[config.mk]
export PLATFORM = sky130hd
export DESIGN_NAME = branch_resolution_unit
export DESIGN_NICKNAME = d
export VERILOG_FILES = /design/src/rtl/bru_pkg.sv /design/src/rtl/bru_upd_fifo.sv /design/src/rtl/branch_resolution_unit.sv
export SDC_FILE = /design/constraint.sdc
export NUM_CORES = 1
export LEC_CHECK = 0
export CAP_MARGIN = 5
export CORE_ASPECT_RATIO = 0.9
export CORE_MARGIN = 1.5
export CORE_UTILIZATION = 35
export CTS_BUF_LIST = sky130_fd_sc_hd__clkbuf_8
export DETAILED_ROUTE_END_ITERATION = 8
export GPL_ROUTABILITY_DRIVEN = 0
export GPL_TIMING_DRIVEN = 0
export SETUP_SLACK_MARGIN = 0.2
export SYNTH_ARGS = -nofsm -noshare
export SYNTH_HDL_FRONTEND = slang
export SYNTH_SLANG_ARGS = --single-unit
[constraint.sdc]
create_clock -name clk -period 10.5 [get_ports clk]
set_input_delay 1.575 -clock clk [delete_from_list [all_inputs] [get_ports clk]]
set_output_delay 1.575 -clock clk [all_outputs]
set_load 0.05 [all_outputs]
[src/rtl/bru_pkg.sv]
// Shared types for the branch resolution unit.
// Optional feature macro: BRU_STATS_EN (stat counters on the top level).
// Struct field widths follow the BRU_* localparams. If the top-level width
// parameters are overridden, these localparams must be changed to match.
package bru_pkg;

  localparam int NUM_FU        = 3;
  localparam int BRU_DATA_W    = 32;
  localparam int BRU_ROB_IDX_W = 5;
  localparam int BRU_PHYS_W    = 6;

  typedef enum logic {
    IDLE,
    REDIRECT
  } bru_state_e;

  typedef struct packed {
    logic [BRU_DATA_W-1:0]    pc;
    logic                     jalr;
    logic [BRU_ROB_IDX_W-1:0] rob_idx;
    logic [BRU_PHYS_W-1:0]    phys_rd;
  } bru_redirect_t;

  typedef struct packed {
    logic [BRU_DATA_W-1:0] pc;
    logic                  mispred;
  } bru_upd_t;

endpackage

[src/rtl/bru_upd_fifo.sv]
// Predictor-update FIFO: up to NUM_FU writes and one read per cycle.
// Optional feature macro: BRU_STATS_EN (drop_cnt is consumed by the top only
// when the macro is defined).
// Requests are accepted in FU order while free slots remain. Free slots are
// counted before this cycle's pop, so a pop never makes room for a same-cycle
// push. Requests that do not fit are dropped and counted in drop_cnt.
module bru_upd_fifo
  import bru_pkg::*;
#(
  parameter int DEPTH = 8
) (
  input  logic              clk,
  input  logic              rst_n,
  input  logic [NUM_FU-1:0] push_req,
  input  bru_upd_t          push_data [NUM_FU],
  input  logic              pop_ready,
  output logic              head_valid,
  output bru_upd_t          head,
  output logic [1:0]        drop_cnt
);

  localparam int AW    = $clog2(DEPTH);
  localparam int PTR_W = AW + 1;

  logic [PTR_W-1:0]  wr_ptr;
  logic [PTR_W-1:0]  rd_ptr;
  logic [PTR_W-1:0]  occ;
  logic [PTR_W-1:0]  free_slots;
  logic [PTR_W-1:0]  n_push;
  logic              full;
  logic              empty;
  logic              pop;
  logic [NUM_FU-1:0] push_en;
  logic [AW-1:0]     slot [NUM_FU];
  bru_upd_t          mem  [DEPTH];

  assign full       = (wr_ptr[AW] != rd_ptr[AW]) && (wr_ptr[AW-1:0] == rd_ptr[AW-1:0]);
  assign empty      = (wr_ptr == rd_ptr);
  assign occ        = wr_ptr - rd_ptr;
  assign free_slots = full ? '0 : (PTR_W'(DEPTH) - occ);
  assign head_valid = !empty;
  assign pop        = head_valid && pop_ready;
  // Gate the head so outputs read zero while empty, including out of reset.
  assign head       = empty ? '0 : mem[rd_ptr[AW-1:0]];

  // Assign consecutive slots to accepted requests in FU order; count the rest as drops.
  always_comb begin
    n_push   = '0;
    drop_cnt = '0;
    push_en  = '0;
    for (int k = 0; k < NUM_FU; k++) begin
      slot[k] = wr_ptr[AW-1:0] + n_push[AW-1:0];
      if (push_req[k]) begin
        if (n_push < free_slots) begin
          push_en[k] = 1'b1;
          n_push     = n_push + PTR_W'(1);
        end else begin
          drop_cnt = drop_cnt + 2'd1;
        end
      end
    end
  end

  // Pointer update; pointers carry one extra wrap bit.
  always_ff @(posedge clk) begin
    if (rst_n) begin
      wr_ptr <= '0;
      rd_ptr <= '0;
    end else begin
      wr_ptr <= wr_ptr + n_push;
      if (pop) rd_ptr <= rd_ptr + PTR_W'(1);
    end
  end

  // Storage write; data storage needs no reset.
  always_ff @(posedge clk) begin
    for (int k = 0; k < NUM_FU; k++) begin
      if (push_en[k] && !rst_n) mem[slot[k]] <= push_data[k];
    end
  end

endmodule

[src/rtl/branch_resolution_unit.sv]
// Branch resolution unit: picks the oldest mispredicted branch among the FUs,
// holds the redirect to fetch until it is accepted, pulses a squash, and
// queues predictor updates.
// Optional feature macro: BRU_STATS_EN (adds stat_mispred_cnt_o / stat_drop_cnt_o).
// rst_n is a synchronous ACTIVE-HIGH reset; the name is kept for compatibility.
//
// state    | meaning
// ---------+----------------------------------------------------------
// IDLE     | no redirect outstanding
// REDIRECT | redirect held on the fetch interface until it is accepted
module branch_resolution_unit
  import bru_pkg::*;
#(
  parameter int DATA_WIDTH = BRU_DATA_W,
  parameter int ROB_IDX_W  = BRU_ROB_IDX_W,
  parameter int PHYS_W     = BRU_PHYS_W,
  parameter int UPD_DEPTH  = 8
) (
  input  logic                  clk,
  input  logic                  rst_n,
  input  logic [ROB_IDX_W-1:0]  rob_head_i,
  input  logic [NUM_FU-1:0]     fu_valid_i,
  input  logic [NUM_FU-1:0]     fu_mispred_i,
  input  logic [NUM_FU-1:0]     fu_is_jalr_i,
  input  logic [DATA_WIDTH-1:0] fu_correct_pc_i [NUM_FU],
  input  logic [ROB_IDX_W-1:0]  fu_rob_idx_i    [NUM_FU],
  input  logic [PHYS_W-1:0]     fu_phys_rd_i    [NUM_FU],
  input  logic [NUM_FU-1:0]     fu_upd_i,
  input  logic [DATA_WIDTH-1:0] fu_upd_pc_i     [NUM_FU],
  output logic                  redirect_valid_o,
  input  logic                  redirect_ready_i,
  output logic [DATA_WIDTH-1:0] redirect_pc_o,
  output logic                  redirect_jalr_o,
  output logic                  flush_o,
  output logic [ROB_IDX_W-1:0]  flush_rob_idx_o,
  output logic [PHYS_W-1:0]     flush_phys_rd_o,
  output logic                  upd_valid_o,
  input  logic                  upd_ready_i,
  output logic [DATA_WIDTH-1:0] upd_pc_o,
  output logic                  upd_mispred_o
`ifdef BRU_STATS_EN
  ,
  output logic [31:0]           stat_mispred_cnt_o,
  output logic [15:0]           stat_drop_cnt_o
`endif
);

  bru_state_e           state;
  bru_redirect_t        held;
  bru_redirect_t        best;
  logic                 found;
  logic                 take_new;
  logic [ROB_IDX_W-1:0] best_age;
  logic [ROB_IDX_W-1:0] held_age;
  logic [ROB_IDX_W-1:0] age [NUM_FU];
  bru_upd_t             upd_data [NUM_FU];
  bru_upd_t             upd_head;
  logic [1:0]           drop_cnt;

  // Oldest candidate by ROB age; strict compare lets the lower FU index win ties.
  always_comb begin
    found    = 1'b0;
    best_age = '0;
    best     = '0;
    for (int k = 0; k < NUM_FU; k++) begin
      age[k] = fu_rob_idx_i[k] - rob_head_i;
      if (fu_valid_i[k] && fu_mispred_i[k] && (!found || age[k] < best_age)) begin
        found        = 1'b1;
        best_age     = age[k];
        best.pc      = fu_correct_pc_i[k];
        best.jalr    = fu_is_jalr_i[k];
        best.rob_idx = fu_rob_idx_i[k];
        best.phys_rd = fu_phys_rd_i[k];
      end
    end
  end

  // Held age is re-measured against the current head so both ages share a reference.
  assign held_age = held.rob_idx - rob_head_i;
  assign take_new = found && ((state == IDLE) || (best_age < held_age));

  // Redirect FSM; a strictly older candidate replaces the held payload even when fetch accepts.
  always_ff @(posedge clk) begin
    if (rst_n) begin
      state            <= IDLE;
      held             <= '0;
      redirect_valid_o <= 1'b0;
      flush_o          <= 1'b0;
    end else begin
      flush_o <= take_new;
      case (state)
        IDLE: begin
          if (take_new) begin
            held             <= best;
            state            <= REDIRECT;
            redirect_valid_o <= 1'b1;
          end
        end
        REDIRECT: begin
          if (take_new) begin
            held <= best;
          end else if (redirect_ready_i) begin
            state            <= IDLE;
            redirect_valid_o <= 1'b0;
          end
        end
        default: begin
          state            <= IDLE;
          redirect_valid_o <= 1'b0;
        end
      endcase
    end
  end

  assign redirect_pc_o   = held.pc;
  assign redirect_jalr_o = held.jalr;
  assign flush_rob_idx_o = held.rob_idx;
  assign flush_phys_rd_o = held.phys_rd;

  // Pack per-FU predictor updates for the FIFO.
  always_comb begin
    for (int k = 0; k < NUM_FU; k++) begin
      upd_data[k].pc      = fu_upd_pc_i[k];
      upd_data[k].mispred = fu_mispred_i[k];
    end
  end

  bru_upd_fifo #(
    .DEPTH (UPD_DEPTH)
  ) u_upd_fifo (
    .clk        (clk),
    .rst_n      (rst_n),
    .push_req   (fu_upd_i),
    .push_data  (upd_data),
    .pop_ready  (upd_ready_i),
    .head_valid (upd_valid_o),
    .head       (upd_head),
    .drop_cnt   (drop_cnt)
  );

  assign upd_pc_o      = upd_head.pc;
  assign upd_mispred_o = upd_head.mispred;

`ifdef BRU_STATS_EN
  // Saturating statistics: latched mispredicts (incl. replaces) and dropped updates.
  always_ff @(posedge clk) begin
    if (rst_n) begin
      stat_mispred_cnt_o <= '0;
      stat_drop_cnt_o    <= '0;
    end else begin
      if (take_new && (stat_mispred_cnt_o != 32'hFFFF_FFFF))
        stat_mispred_cnt_o <= stat_mispred_cnt_o + 32'd1;
      if (stat_drop_cnt_o > (16'hFFFF - 16'(drop_cnt)))
        stat_drop_cnt_o <= 16'hFFFF;
      else
        stat_drop_cnt_o <= stat_drop_cnt_o + 16'(drop_cnt);
    end
  end
`else
  logic unused_drop;
  assign unused_drop = ^drop_cnt;
`endif

endmodule
==> results of run 1 <==
[routing by layer]
| metal | share of wire | up-vias | track usage |
|---|---|---|---|
| met5 | 0.00074 | - | 0 |
| met4 | 0.026 | 10 | 0.0688 |
| met3 | 0.067 | 138 | 0.0487 |
| met2 | 0.49 | 568 | 0.389 |
| met1 | 0.41 | 7878 | 0.278 |
| li1 | - | 7050 | - |
[cell usage after synthesis, types with 6 or more instances]
library cell,instances
xor2_1,9
buf_1,15
mux2i_1,79
dfxtp_1,58
nor2_1,47
nand2b_1,47
a21oi_1,17
buf_6,24
a21o_1,12
mux2_2,489
o21ai_0,8
nand2_1,66
xnor2_1,17
clkbuf_1,74
inv_1,27
buf_2,7
ha_1,42
o221ai_1,44
mux4_2,66
and4_1,6
a22o_1,44
mux2_1,40
edfxtp_1,264
nand3_1,14
nor2b_1,6
fa_1,7
[sequential cells by signal, indices dropped and copies added, names as in the netlist, 4 cells and up, named ones only]
register / flops
u_upd_fifo.mem: 264
redirect_pc_o: 32
u_upd_fifo.rd_ptr: 4
u_upd_fifo.wr_ptr: 4
flush_phys_rd_o: 6
flush_rob_idx_o: 5
[path summary, 6_finish.rpt]
path,startpoint,endpoint,slack [ns],cells past startpoint
max,rob_head_i[0],flush_rob_idx_o[2]$_SDFFE_PP0P_,1.14,33
min,redirect_pc_o[20]$_SDFFE_PP0P_,redirect_pc_o[20]$_SDFFE_PP0P_,0.46,2
max reg2reg,u_upd_fifo.wr_ptr[1]$_SDFF_PP0_,u_upd_fifo.mem[0][0]$_DFFE_PP_,3.14,20
min reg2reg,redirect_pc_o[20]$_SDFFE_PP0P_,redirect_pc_o[20]$_SDFFE_PP0P_,0.46,2
[power by group through the flow]
| stage | clock [mW] | combinational [mW] | sequential, mW |
|---|---|---|---|
| CTS | 1.17 | 3.38 | 1.91 |
| detailed placement | 0 | 3.37 | 1.94 |
| global route | 1.22 | 3.56 | 1.94 |
| finish | 1.14 | 3.36 | 1.91 |
| floorplan | 0 | 2.07 | 2.06 |
| global placement | 0 | 3.25 | 1.96 |
[area by class of cell]
type	instances	area share
Clock buffer	62	0.0317
Inverter	28	0.00391
Multi-Input combinational cell	1122	0.431
Tap cell	783	0.0364
Timing Repair Buffer	336	0.127
Sequential cell	322	0.338
Buffer	120	0.0238
Antenna cell	2	0.000186
Clock inverter	46	0.00842
[cells in the final DEF (no fill, tap or decap), types with 4 or more instances in the layout]
cell / Yosys / layout
and4_1: 6 / 6
buf_4: 0 / 9
dfxtp_1: 58 / 58
o221ai_1: 44 / 44
clkdlybuf4s50_1: 0 / 321
buf_6: 24 / 24
mux4_2: 66 / 66
xnor2_1: 17 / 17
mux2_2: 489 / 489
nand3_1: 14 / 12
clkinv_1: 0 / 6
nand2b_1: 47 / 47
nor2b_1: 6 / 6
or3_1: 4 / 4
a22o_1: 44 / 44
clkbuf_1: 74 / 74
nand2_1: 66 / 66
nor2_1: 47 / 47
buf_12: 0 / 5
inv_1: 27 / 56
edfxtp_1: 264 / 264
mux2i_1: 79 / 79
o21a_1: 4 / 4
a211o_1: 4 / 4
a21o_1: 12 / 12
clkbuf_8: 0 / 62
nor3_4: 4 / 4
o21ai_0: 8 / 8
buf_2: 7 / 7
buf_1: 15 / 15
ha_1: 42 / 42
mux2_1: 40 / 40
xor2_1: 9 / 9
fa_1: 7 / 7
a21oi_1: 17 / 17
clkinv_2: 0 / 7
a311o_2: 0 / 4
[metrics by stage]
stage / utilization / setup slack (ns)
global placement: 0.426 / -1.71
global route: 0.448 / 0.492
CTS: 0.447 / 1.16
finish: 0.448 / 1.14
detailed placement: 0.430 / 0.458
floorplan: - / 2.60
[cells by family after synthesis]
group | Yosys count | share of synthesized area
xor+xnor | 27 | 0.0114
buf+inv | 148 | 0.0348
compound gates | 159 | 0.0601
flops | 322 | 0.425
mux | 674 | 0.385
simple gates | 213 | 0.0528
fa+ha+maj | 49 | 0.0311
[worst register-to-register path, delay by kind of cell (launching register included)]
family | cells | cell delay (ns)
fa+ha+maj | 6 | 2.04
simple gates | 4 | 1.45
compound gates | 3 | 0.95
flops | 1 | 0.52
xor+xnor | 3 | 0.62
buf+inv | 4 | 1.50
==> results.json, run 1 <==
{
  "status": "completed",
  "p_int_mw": 3.71,
  "maxCapViolations": 0,
  "finalCriticalPeriod_ns": 9.36,
  "irDropWorstVdd_mv": 0.174,
  "dp_cells": 2711,
  "ys_top_cells_by_area": "edfxtp_1 (37%), mux2_2 (26%), mux4_2 (6.9%)",
  "ys_seq_area_frac": 0.425,
  "endpoint_kind": "register",
  "tns_ns": 0,
  "die_w_um": 264,
  "grt_pass1_vias": 16629,
  "start_util": 0.356,
  "vias": 15644,
  "grt_overflow_total": 0,
  "areaGrowthSynthToFinish_pct": 25.7,
  "slew_headroom": 0.206,
  "async_reset_ff_frac": 0,
  "critPathBufInv": 8,
  "power_density_mw_per_mm2": 239,
  "viasPerCell": 5.55,
  "nFillCells": 5439,
  "rows": 85,
  "power_frac_comb": 0.524,
  "yosys_warnings": 0,
  "clk_latency_ns": 0.68,
  "nets": 2286,
  "holdBufCountCts": 0,
  "rsz0062_at_grt": "no",
  "synth_edf_count": 264,
  "fin_hold_ws_ns": 0.456,
  "regArea_mm2": 0.00909,
  "drv_slew": 0,
  "finalHoldViolCount": 0,
  "cts_buffers": 61,
  "wirelength_mm": 71.2,
  "cp_top_family": "buffers and inverters",
  "clock_skew_ns": 0.0427,
  "leakagePower_nw": 9.24,
  "switching_share": 0.421,
  "cts_tree": "yes",
  "synth-seq-cells": 322,
  "instances_no_fill": 2821,
  "drt_iter0_drc": 954,
  "dominantRegCellSynth": "edfxtp_1",
  "synth_nets": 1887,
  "p_sw_mw": 2.70,
  "clkPwrFrac": 0.178,
  "power_mw": 6.41,
  "drcViolationCount": 0,
  "antenna_found_initial": 8,
  "grt_pass1_wl_mm": 105,
  "numPortBuffers": 321,
  "hold_class": "reg2reg",
  "cpMaxStageDelayCell": "clkdlybuf4s50_1",
  "start_kind": "input port",
  "crit_arrival_ns": 9.93,
  "htree_levels": 2,
  "clk_pin_slew_ns": 0.06,
  "yosysTopAreaCell": "edfxtp_1",
  "die_area_mm2": 0.0626,
  "seqPwrFrac": 0.298,
  "yosysUniqueCellTypes": 58,
  "cts-root-buf": "clkbuf_8",
  "dpl_cell_area_mm2": 0.0258,
  "post-cts-setup-buffer-count": 0,
  "path_class": "in2reg",
  "fin_area_mm2": 0.0269,
  "wl_per_cell_um": 25.2,
  "clkSinkCount": 322,
  "yosysTopAreaCellShare": 0.371,
  "cp.required_ns": 11.07,
  "synthCells": 1592,
  "setup-violations-final": 0,
  "core-area_mm2": 0.0601,
  "ctsLongestPathBuffers": 3,
  "grt_max_degree": 23,
  "synth_area_mm2": 0.0214,
  "ant_nets": 0,
  "cts_resized": 0,
  "crit_path_max_incr_delay_ns": 0.59,
  "pin_count": 326,
  "multiInputGateArea_mm2": 0.0116,
  "finalCritPeriodShare": 0.891,
  "worstMarginPinSlew_ns": 1.19,
  "critPathMaxFanout": 10,
  "syn_avg_cell_area_um2": 13.4,
  "grt_use_total": 0.224,
  "timing.fmax_mhz": 107,
  "hpwl_mm": 49.6,
  "drive_above_1_share": 0.341,
  "dieHeight_um": 238,
  "first_pass_iters": 7
}
(Power assumes the default switching activity.)
==> run 2, diff against run 1 <==
Settings changed: CORE_UTILIZATION 35 to 30, DONT_BUFFER_PORTS set to 1.
==> run 2 against run 1 <==
Final cell count fell by 5.5%. Largest power group unchanged. Register-to-register slack got worse by 0.23 ns. Hold slack improved by 0.055 ns. Flip-flop and latch count did not move.
==> results.json, run 2 (synthesized netlist as in run 1, its figures left out) <==
{
  "status": "completed",
  "wirelength_mm": 71.2,
  "largest_register_ffs": 264,
  "timing.fmax_mhz": 109,
  "ff2ff_path_depth": 20,
  "htree_levels": 2,
  "drive_above_1_share": 0.407,
  "power_density_mw_per_mm2": 251,
  "rsz0062_at_grt": "no",
  "cp_num_cells": 31,
  "clk_latency_ns": 0.68,
  "ctsLongestPathBuffers": 3,
  "critPathMaxFanout": 10,
  "multiInputGateArea_mm2": 0.0116,
  "path_class": "in2reg",
  "drv_slew": 0,
  "grt_overflow_total": 0,
  "grt_use_total": 0.191,
  "antenna_found_initial": 10,
  "setup-violations-final": 0,
  "fin_hold_ws_ns": 0.512,
  "areaGrowthSynthToFinish_pct": 11.9,
  "grt_pass1_wl_mm": 103,
  "finalCriticalPeriod_ns": 9.15,
  "start_kind": "input port",
  "nFillCells": 6842,
  "whs_path_depth": 1,
  "clk_pin_slew_ns": 0.06,
  "tns_ns": 0,
  "rows": 92,
  "numPortBuffers": 0,
  "grt_pass1_vias": 15235,
  "finalCritPeriodShare": 0.871,
  "critPathBufInv": 7,
  "cts_resized": 0,
  "die_area_mm2": 0.0729,
  "fin_area_mm2": 0.0239,
  "endpoint_kind": "register",
  "worstMarginPinSlew_ns": 1.28,
  "leakagePower_nw": 8.00,
  "final_cell_mix": "mux2_2 (489), edfxtp_1 (264), mux2i_1 (79)",
  "cp_top_family": "compound AO/OA/AOI/OAI gates",
  "clkSinkCount": 322,
  "cpMaxStageDelayCell": "clkbuf_1",
  "holdBufCountCts": 0,
  "first_pass_iters": 5,
  "regArea_mm2": 0.00909,
  "crit_path_max_incr_delay_ns": 0.59,
  "nets": 1964,
  "clock_skew_ns": 0.0479,
  "viasPerCell": 5.45,
  "wl_per_cell_um": 26.7,
  "drt_iter0_drc": 1011,
  "dpl_cell_area_mm2": 0.0228,
  "cts_buffers": 60,
  "grt_max_degree": 21,
  "core-area_mm2": 0.0703,
  "post-cts-setup-buffer-count": 0,
  "power_mw": 6.00,
  "die_w_um": 284,
  "final_common_cell": "mux2_2",
  "finalHoldViolCount": 0,
  "rrSetupSlack_ns": 2.91,
  "crit_top_cell": "clkbuf_1",
  "cp.required_ns": 11.07,
  "pin_count": 326,
  "crit_arrival_ns": 9.71,
  "ant_nets": 0,
  "dieHeight_um": 256,
  "vias": 14523,
  "slew_headroom": 0.144,
  "irDropWorstVdd_mv": 0.132,
  "start_util": 0.304,
  "cts_tree": "yes",
  "hold_class": "reg2reg",
  "cts-root-buf": "clkbuf_8",
  "maxCapViolations": 0,
  "hpwl_mm": 50.4,
  "drcViolationCount": 0
}
[run 2: layout make-up]
cell class              instances  area share
clock inverters                45     0.00998
well taps                     940      0.0491
flip-flops and latches        322       0.380
inverters                      28     0.00439
multi-input cells            1122       0.484
repair buffers                 15     0.00894
clock buffers                  63      0.0362
plain buffers                 120      0.0267
diodes                         10     0.00105
[run 2: worst paths after layout]
| check | startpoint | end |
|---|---|---|
| worst min-delay path | state$_SDFF_PP0_ | redirect_valid_o$_SDFFE_PP0P_ |
| worst max register to register | u_upd_fifo.wr_ptr[2]$_SDFF_PP0_ | u_upd_fifo.mem[0][8]$_DFFE_PP_ |
| worst min register to register | state$_SDFF_PP0_ | redirect_valid_o$_SDFFE_PP0P_ |
| worst max-delay path | rob_head_i[1] | redirect_pc_o[22]$_SDFFE_PP0P_ |
[run 2: per-stage QoR]
| stage | util | worst slack (ns) | cells |
|---|---|---|---|
| after floorplan | - | 2.60 | 1592 |
| after global placement | 0.321 | -1.08 | 2532 |
| after detailed placement | 0.324 | 0.664 | 2547 |
| after CTS | 0.340 | 1.34 | 2655 |
| after global routing | 0.340 | 0.720 | 2662 |
| final | 0.340 | 1.35 | 2665 |
[run 2: power by group]
part           switching, mW  internal, mW
sequential             0.262          1.81
combinational           1.79         0.992
clock                  0.575         0.581
[run 2: layer usage]
metal,global-route usage,part of all wire
met1,0.221,0.39
met2,0.325,0.48
met3,0.0585,0.090
met4,0.0827,0.044
met5,0,0
